--- src/rtl/muldiv_pkg.sv ---
// Shared types and constants for the HI/LO multiply/divide controller.
// The MULDIV_DIV0_FAST_EN build option is consumed by muldiv_ctrl.
package muldiv_pkg;

    localparam int unsigned XLEN      = 32;
    localparam int unsigned DIV_ITERS = 32;
    localparam int unsigned DIV_CNT_W = 5;

    localparam logic [2:0] OP_NONE  = 3'd0;
    localparam logic [2:0] OP_MULT  = 3'd1;
    localparam logic [2:0] OP_MULTU = 3'd2;
    localparam logic [2:0] OP_DIV   = 3'd3;
    localparam logic [2:0] OP_DIVU  = 3'd4;
    localparam logic [2:0] OP_MTHI  = 3'd5;
    localparam logic [2:0] OP_MTLO  = 3'd6;

    typedef enum logic [1:0] {
        ST_IDLE = 2'd0,
        ST_PREP = 2'd1,
        ST_RUN  = 2'd2,
        ST_DONE = 2'd3
    } state_t;

    typedef struct packed {
        logic [XLEN-1:0] hi;
        logic [XLEN-1:0] lo;
    } hilo_t;

    // Two's-complement negate when neg is set.
    function automatic logic [XLEN-1:0] neg_if(input logic neg, input logic [XLEN-1:0] x);
        return neg ? XLEN'(-x) : x;
    endfunction

endpackage

--- src/rtl/muldiv_if.sv ---
// EX-stage <-> HI/LO controller bundle: instruction side in, stall and HI/LO write port out.
interface muldiv_if;
    import muldiv_pkg::*;

    logic            valid_e;
    logic [2:0]      op_e;
    logic [XLEN-1:0] src_a;
    logic [XLEN-1:0] src_b;
    logic            flush_e;
    logic            stall_e;
    logic            busy;
    logic            hi_we;
    logic            lo_we;
    logic [XLEN-1:0] hi_wdata;
    logic [XLEN-1:0] lo_wdata;
    logic            div_zero;

    modport master (
        output valid_e, op_e, src_a, src_b, flush_e,
        input  stall_e, busy, hi_we, lo_we, hi_wdata, lo_wdata, div_zero
    );

    modport slave (
        input  valid_e, op_e, src_a, src_b, flush_e,
        output stall_e, busy, hi_we, lo_we, hi_wdata, lo_wdata, div_zero
    );

endinterface

--- src/rtl/div_radix2_iter.sv ---
// One restoring radix-2 division step with its partial-remainder, quotient and divisor registers.
module div_radix2_iter
    import muldiv_pkg::*;
(
    input  logic            clk,
    input  logic            rst,
    input  logic            load,
    input  logic            step,
    input  logic            clear,
    input  logic [XLEN-1:0] dividend,
    input  logic [XLEN-1:0] divisor,
    output logic [XLEN-1:0] rem_nxt_c,
    output logic [XLEN-1:0] quo_nxt_c
);

    logic [XLEN-1:0] rem_q;
    logic [XLEN-1:0] quo_q;
    logic [XLEN-1:0] dvs_q;
    logic [XLEN:0]   shifted;
    logic [XLEN-1:0] diff;
    logic            ge;

    // quo_q doubles as the dividend shift register; quotient bits enter from the right
    always_comb begin
        shifted   = {rem_q, quo_q[XLEN-1]};
        ge        = shifted >= {1'b0, dvs_q};
        diff      = shifted[XLEN-1:0] - dvs_q;
        rem_nxt_c = ge ? diff : shifted[XLEN-1:0];
        quo_nxt_c = {quo_q[XLEN-2:0], ge};
    end

    always_ff @(posedge clk) begin
        if (rst || clear) begin
            rem_q <= '0;
            quo_q <= '0;
            dvs_q <= '0;
        end else if (load) begin
            rem_q <= '0;
            quo_q <= dividend;
            dvs_q <= divisor;
        end else if (step) begin
            rem_q <= rem_nxt_c;
            quo_q <= quo_nxt_c;
        end
    end

endmodule

--- src/rtl/muldiv_ctrl.sv ---
// EX-stage HI/LO controller: single-cycle multiply, MTHI/MTLO, 32-step sequenced divide.
// Build option MULDIV_DIV0_FAST_EN: zero divisor skips the iterations and drives div_zero.
module muldiv_ctrl
    import muldiv_pkg::*;
(
    input  logic     clk,
    input  logic     rst,
    muldiv_if.slave  bus
);

    state_t                state_q, state_d;
    logic [DIV_CNT_W-1:0]  cnt_q;
    logic [XLEN-1:0]       a_q, b_q;
    logic                  signed_q, sign_a_q, sign_b_q;
    logic                  hi_we_q, lo_we_q;
    hilo_t                 wdata_q, div_res, mul_res;
    logic [2*XLEN-1:0]     mul_a, mul_b;
    logic [XLEN-1:0]       rem_c, quo_c;
    logic                  accept, is_div_op, last_iter, b_zero, sign_a_c, sign_b_c;
    logic                  div_load, div_step, div_clear, to_done, kill;

    assign accept    = (state_q == ST_IDLE) && bus.valid_e && !bus.flush_e && !rst;
    assign is_div_op = (bus.op_e == OP_DIV) || (bus.op_e == OP_DIVU);
    assign last_iter = (cnt_q == DIV_CNT_W'(DIV_ITERS - 1));
    assign b_zero    = (b_q == '0);
    assign sign_a_c  = signed_q & a_q[XLEN-1];
    assign sign_b_c  = signed_q & b_q[XLEN-1];
    assign kill      = (state_q == ST_DONE) && bus.flush_e;

    always_ff @(posedge clk) begin
        if (rst) state_q <= ST_IDLE;
        else     state_q <= state_d;
    end

    always_comb begin
        state_d = state_q;
        case (state_q)
            ST_IDLE: if (accept && is_div_op) state_d = ST_PREP;
            ST_PREP: begin
                if (bus.flush_e) state_d = ST_IDLE;
`ifdef MULDIV_DIV0_FAST_EN
                else if (b_zero) state_d = ST_DONE;
`endif
                else             state_d = ST_RUN;
            end
            ST_RUN: begin
                if (bus.flush_e)    state_d = ST_IDLE;
                else if (last_iter) state_d = ST_DONE;
            end
            ST_DONE: state_d = ST_IDLE;
            default: state_d = ST_IDLE;
        endcase
    end

    // stall is combinational so EX holds in the very cycle a divide is accepted
    always_comb begin
        bus.stall_e = 1'b0;
        bus.busy    = (state_q != ST_IDLE);
        div_load    = 1'b0;
        div_step    = 1'b0;
        div_clear   = 1'b0;
        to_done     = 1'b0;
        case (state_q)
            ST_IDLE: bus.stall_e = accept && is_div_op;
            ST_PREP: begin
                bus.stall_e = !bus.flush_e;
                div_load    = !bus.flush_e;
                div_clear   = bus.flush_e;
                to_done     = (state_d == ST_DONE);
            end
            ST_RUN: begin
                bus.stall_e = !bus.flush_e;
                div_step    = !bus.flush_e;
                div_clear   = bus.flush_e;
                to_done     = (state_d == ST_DONE);
            end
            default: ;
        endcase
    end

    div_radix2_iter u_iter (
        .clk       (clk),
        .rst       (rst),
        .load      (div_load),
        .step      (div_step),
        .clear     (div_clear),
        .dividend  (neg_if(sign_a_c, a_q)),
        .divisor   (neg_if(sign_b_c, b_q)),
        .rem_nxt_c (rem_c),
        .quo_nxt_c (quo_c)
    );

    // Operands are captured at accept; signs are fixed in PREP
    always_ff @(posedge clk) begin
        if (rst) begin
            a_q      <= '0;
            b_q      <= '0;
            signed_q <= 1'b0;
            sign_a_q <= 1'b0;
            sign_b_q <= 1'b0;
            cnt_q    <= '0;
        end else begin
            if (accept && is_div_op) begin
                a_q      <= bus.src_a;
                b_q      <= bus.src_b;
                signed_q <= (bus.op_e == OP_DIV);
            end
            if (div_load) begin
                sign_a_q <= sign_a_c;
                sign_b_q <= sign_b_c;
            end
            cnt_q <= div_step ? cnt_q + DIV_CNT_W'(1) : '0;
        end
    end

    // Sign-extended 64-bit product; the low 64 bits are correct for both signednesses
    always_comb begin
        mul_a   = {{XLEN{(bus.op_e == OP_MULT) & bus.src_a[XLEN-1]}}, bus.src_a};
        mul_b   = {{XLEN{(bus.op_e == OP_MULT) & bus.src_b[XLEN-1]}}, bus.src_b};
        mul_res = mul_a * mul_b;
    end

    always_comb begin
        if (b_zero) begin
            div_res.hi = a_q;
            div_res.lo = '1;
        end else begin
            div_res.hi = neg_if(sign_a_q, rem_c);
            div_res.lo = neg_if(sign_a_q ^ sign_b_q, quo_c);
        end
    end

    always_ff @(posedge clk) begin
        if (rst) begin
            hi_we_q <= 1'b0;
            lo_we_q <= 1'b0;
            wdata_q <= '0;
        end else begin
            hi_we_q <= 1'b0;
            lo_we_q <= 1'b0;
            if (accept) begin
                case (bus.op_e)
                    OP_MULT, OP_MULTU: begin
                        hi_we_q <= 1'b1;
                        lo_we_q <= 1'b1;
                        wdata_q <= mul_res;
                    end
                    OP_MTHI: begin
                        hi_we_q    <= 1'b1;
                        wdata_q.hi <= bus.src_a;
                    end
                    OP_MTLO: begin
                        lo_we_q    <= 1'b1;
                        wdata_q.lo <= bus.src_a;
                    end
                    default: ;
                endcase
            end else if (to_done) begin
                hi_we_q <= 1'b1;
                lo_we_q <= 1'b1;
                wdata_q <= div_res;
            end
        end
    end

    // A flush in DONE drops the divide result; earlier MULT/MT* pulses are never in DONE
    assign bus.hi_we    = hi_we_q & ~kill;
    assign bus.lo_we    = lo_we_q & ~kill;
    assign bus.hi_wdata = wdata_q.hi;
    assign bus.lo_wdata = wdata_q.lo;

`ifdef MULDIV_DIV0_FAST_EN
    logic div_zero_q;

    always_ff @(posedge clk) begin
        if (rst) div_zero_q <= 1'b0;
        else     div_zero_q <= to_done && b_zero;
    end

    assign bus.div_zero = div_zero_q & ~kill;
`else
    assign bus.div_zero = 1'b0;
`endif

endmodule
--- src/flat_wrapper.sv ---
// flat-port wrapper written by rule: the top's interface ports become plain ports
module muldiv_ctrl_flat import muldiv_pkg::*;
  (clk, rst, bus_valid_e, bus_op_e, bus_src_a, bus_src_b, bus_flush_e, bus_stall_e, bus_busy, bus_hi_we, bus_lo_we, bus_hi_wdata, bus_lo_wdata, bus_div_zero);
  muldiv_if bus_i ();
  input  logic clk;
  input  logic rst;
  input wire logic [$bits(bus_i.valid_e)-1:0] bus_valid_e;
  input wire logic [$bits(bus_i.op_e)-1:0] bus_op_e;
  input wire logic [$bits(bus_i.src_a)-1:0] bus_src_a;
  input wire logic [$bits(bus_i.src_b)-1:0] bus_src_b;
  input wire logic [$bits(bus_i.flush_e)-1:0] bus_flush_e;
  output wire logic [$bits(bus_i.stall_e)-1:0] bus_stall_e;
  output wire logic [$bits(bus_i.busy)-1:0] bus_busy;
  output wire logic [$bits(bus_i.hi_we)-1:0] bus_hi_we;
  output wire logic [$bits(bus_i.lo_we)-1:0] bus_lo_we;
  output wire logic [$bits(bus_i.hi_wdata)-1:0] bus_hi_wdata;
  output wire logic [$bits(bus_i.lo_wdata)-1:0] bus_lo_wdata;
  output wire logic [$bits(bus_i.div_zero)-1:0] bus_div_zero;
  assign bus_i.valid_e = bus_valid_e;
  assign bus_i.op_e = bus_op_e;
  assign bus_i.src_a = bus_src_a;
  assign bus_i.src_b = bus_src_b;
  assign bus_i.flush_e = bus_flush_e;
  assign bus_stall_e = bus_i.stall_e;
  assign bus_busy = bus_i.busy;
  assign bus_hi_we = bus_i.hi_we;
  assign bus_lo_we = bus_i.lo_we;
  assign bus_hi_wdata = bus_i.hi_wdata;
  assign bus_lo_wdata = bus_i.lo_wdata;
  assign bus_div_zero = bus_i.div_zero;
  muldiv_ctrl u_core (.clk(clk), .rst(rst), .bus(bus_i));
endmodule
--- config.mk ---
export PLATFORM = sky130hd
export DESIGN_NAME = muldiv_ctrl_flat
export DESIGN_NICKNAME = d
export VERILOG_FILES = /design/src/rtl/muldiv_pkg.sv /design/src/rtl/muldiv_if.sv /design/src/rtl/div_radix2_iter.sv /design/src/rtl/muldiv_ctrl.sv /design/src/flat_wrapper.sv
export SDC_FILE = /design/constraint.sdc
export NUM_CORES = 2
export LEC_CHECK = 0
export BUFFER_PORTS_ARGS = -buffer_cell sky130_fd_sc_hd__buf_2
export CORE_MARGIN = 5
export CORE_UTILIZATION = 50
export DETAILED_ROUTE_END_ITERATION = 8
export MAX_ROUTING_LAYER = met4
export PLACE_DENSITY = 0.67
export SETUP_SLACK_MARGIN = 0.3
export SLEW_MARGIN = 30
export SYNTH_ARGS = -nofsm -noshare
export SYNTH_HDL_FRONTEND = slang
export SYNTH_SLANG_ARGS = --single-unit
export TNS_END_PERCENT = 1
--- constraint.sdc ---
create_clock -name clk -period 8.6 [get_ports clk]
set_clock_uncertainty 0.15 [all_clocks]
set_input_delay 0.86 -clock clk [delete_from_list [all_inputs] [get_ports clk]]
set_output_delay 0.86 -clock clk [all_outputs]
set_load 0.02 [all_outputs]
==> flow_metrics.env <==
export IMPL_met3_usage=0.0417
export IMPL_dp_slack_ns=-0.477
export IMPL_worstSetupEndpointType="register"
export IMPL_clock_latency_ns=0.56
export IMPL_fin_ws_ns=0.283
export IMPL_required_ns=8.90
export IMPL_synth_ff_type="dfxtp_1"
export IMPL_drive_above_1_share=0.122
export IMPL_synthArstFlopShare=0
export IMPL_worstSetupPathType="input pin to register"
export IMPL_synth_edf_count=0
export IMPL_r2r_slack_ns=2.43
export IMPL_crit_fanout=5
export IMPL_cpMostUsedCell="fa_1"
export IMPL_ys_seq_elements=236
export IMPL_clock_root_buffer="clkbuf_16"
export IMPL_ys_seq_area_frac=0.0890
export IMPL_fill_cells=9540
export IMPL_yosysTopAreaCell="fa_1"
export IMPL_die_area_um2=113000
export IMPL_die_w_um=336
export IMPL_grt_max_degree=85
export IMPL_core_area_um2=105000
export IMPL_synth_top_area_frac=0.425
export IMPL_grt_busiest_layer="met2"
export IMPL_ioPinCount=140
export IMPL_drt_wirelength_per_cell_um=21.4
export IMPL_initial_core_util=0.504
export IMPL_viasPerCell=5.59
export IMPL_grt_util_all_layers=0.311
export IMPL_hold_buffers=0
export IMPL_final_period_utilization=0.967
export IMPL_grt_use_met2=0.489
export IMPL_synthTopCellsByArea="fa_1 42%, dfxtp_1 8.9%, inv_1 8.6%, nand2_1 7.9%, ha_1 6.0%"
export IMPL_fin_cells=7914
export IMPL_fmaxAchievable_mhz=120
export IMPL_area_delta_synth_final_pct=11.9
export IMPL_antenna_found_initial=9
export IMPL_start_kind="input pin"
export IMPL_hold_start="u_core.bus.lo_wdata[31]$_SDFFE_PP0P_"
export IMPL_max_cap_violations=0
export IMPL_globalplace_congestion=0.979
export IMPL_cts_buffer_depth=3
export IMPL_placed_area_um2=58100
export IMPL_drtAntennaViolNets=0
export IMPL_yosysWarnings=0
export IMPL_setup_viol=0
export IMPL_place_inst=7846
export IMPL_vias=44300
export IMPL_first_pass_iters=6
export IMPL_drtIter0Drc=4179
export IMPL_cts_buffers=27
export IMPL_outcome="completed"
export IMPL_final_cell_area_um2=59400
export IMPL_avgSynthCellArea_um2=8.48
export IMPL_met1_usage=0.425
export IMPL_row_count=119
export IMPL_cts_clk_slew_worst_paths_ns=0.07
export IMPL_yosysMostFrequentCell="inv_1"
export IMPL_syn_inst=6261
export IMPL_critPathLaunch="bus_op_e[1]"
export IMPL_cts_tree="done"
export IMPL_rsz0062_at_grt="true"
export IMPL_nets=7950
export IMPL_grt_overflow_total=0
export IMPL_hold_viol=0
export IMPL_port_buffers=138
export IMPL_drc=0
export IMPL_slowest_stage="fa_1"
export IMPL_wirelength_um=170000
export IMPL_cts_htree_levels=1
export IMPL_critical_path_max_stage_delay_ns=0.56
export IMPL_dpl_hpwl_um=141000
export IMPL_arrival_ns=8.62
export IMPL_slew_viol_final=0
export IMPL_netlist_area_um2=53100
export IMPL_cts_sinks=236
export IMPL_grt_first_pass_wirelength_um=267000
export IMPL_slew_headroom=0.340
export IMPL_yosys_cell_types_count=98
export IMPL_synth_nets=7714
export IMPL_die_y_um=336
export IMPL_fin_crit_ns=8.32
export IMPL_worstReg2RegStart="u_core.u_iter.rem_q[22]$_SDFFE_PP0P_"
export IMPL_grt_pass1_vias=45300
export IMPL_holdCritPathClass="register to register"
export IMPL_synth_common_cells="1210 x inv_1, 1126 x fa_1, 1123 x nand2_1, 383 x clkbuf_1, 311 x and2_1"
export IMPL_worst_pin_slew_ns=0.991
-- logic make-up after synthesis --
| family | after synthesis | share of synthesized area |
|---|---|---|
| fa+ha+maj | 1382 | 0.485 |
| mux | 42 | 0.00811 |
| buf+inv | 1620 | 0.116 |
| simple gates | 1962 | 0.167 |
| flops | 236 | 0.0890 |
| compound gates | 813 | 0.102 |
| other cells | 1 | 0.0000707 |
| xor+xnor | 205 | 0.0338 |
-- critical path, delay by kind of cell --
| family | cells | cell delay [ns] |
|---|---|---|
| AND/OR/NAND/NOR | 6 | 1.02 |
| adder cells (fa/ha/maj) | 9 | 4.13 |
| buffers and inverters | 7 | 0.72 |
| AO/OA/AOI/OAI | 9 | 1.87 |
-- area by class of cell --
type	instances	area (um^2)	area share
antenna	7	17.5	0.000295
clock buffer	35	756	0.0127
sequential	236	4720	0.0795
clock inverter	13	151	0.00255
inverter	1212	4560	0.0767
multi-input combinational	4405	42600	0.717
tap	1391	1740	0.0293
timing repair buffer	615	4850	0.0816
-- through the flow --
step / hold WS, ns / utilization / setup TNS [ns]
floorplan: 0.268 / - / 0
global placement: 0.287 / 0.551 / -5.60
detailed placement: 0.291 / 0.551 / -8.10
CTS: 0.299 / 0.561 / 0
global route: 0.315 / 0.564 / 0
finish: 0.298 / 0.564 / 0
-- final timing paths --
path,cells after the start,endpoint
worst max-delay path,31,u_core.bus.hi_wdata[29]$_SDFFE_PP0P_
worst min-delay path,2,u_core.bus.lo_wdata[31]$_SDFFE_PP0P_
worst max register to register,19,u_core.bus.hi_wdata[20]$_SDFFE_PP0P_
worst min register to register,2,u_core.bus.lo_wdata[31]$_SDFFE_PP0P_
-- timing repair --
| item | in CTS | in global routing |
|---|---|---|
| endpoints found under the setup margin | 14 | 35 |
| pin swaps | 4 | 39 |
| setup buffers | 3 | 10 |
| gates resized for setup | 11 | 57 |
-- sequential cells by signal, summed over array words and instances (netlist names), 2 cells and up --
name and count:
u_core.bus.lo_wdata 32, u_core.u_iter.quo_q 32, u_core.a_q 32, u_core.cnt_q 5, u_core.state_q 2, u_core.u_iter.rem_q 32, u_core.b_q 32, u_core.u_iter.dvs_q 32
u_core.bus.hi_wdata 32
-- placed cells by master (no fill, tap or decap), drive strengths merged, types with 39 or more instances in the layout --
master	Yosys	layout
fa	1126	1126
ha	256	256
o21ai	122	122
a211oi	42	42
dfxtp	236	236
xor2	93	93
a21o	56	56
a21oi	275	275
a311oi	39	39
nand3	39	39
and3	45	45
and2	313	313
inv	1211	1209
xnor2	112	112
buf	25	615
nor2	254	254
nand2	1124	1124
nor3	44	44
-- per-layer routing --
layer | share of wire | vias up
li1 | - | 19600
met1 | 0.41 | 22300
met2 | 0.46 | 1984
met3 | 0.090 | 335
met4 | 0.039 | 0
met5 | 0 | -
Power is left out: the tool's default activity adds up to more than one toggle a clock period on the data nets, which glitch-free logic cannot reach.
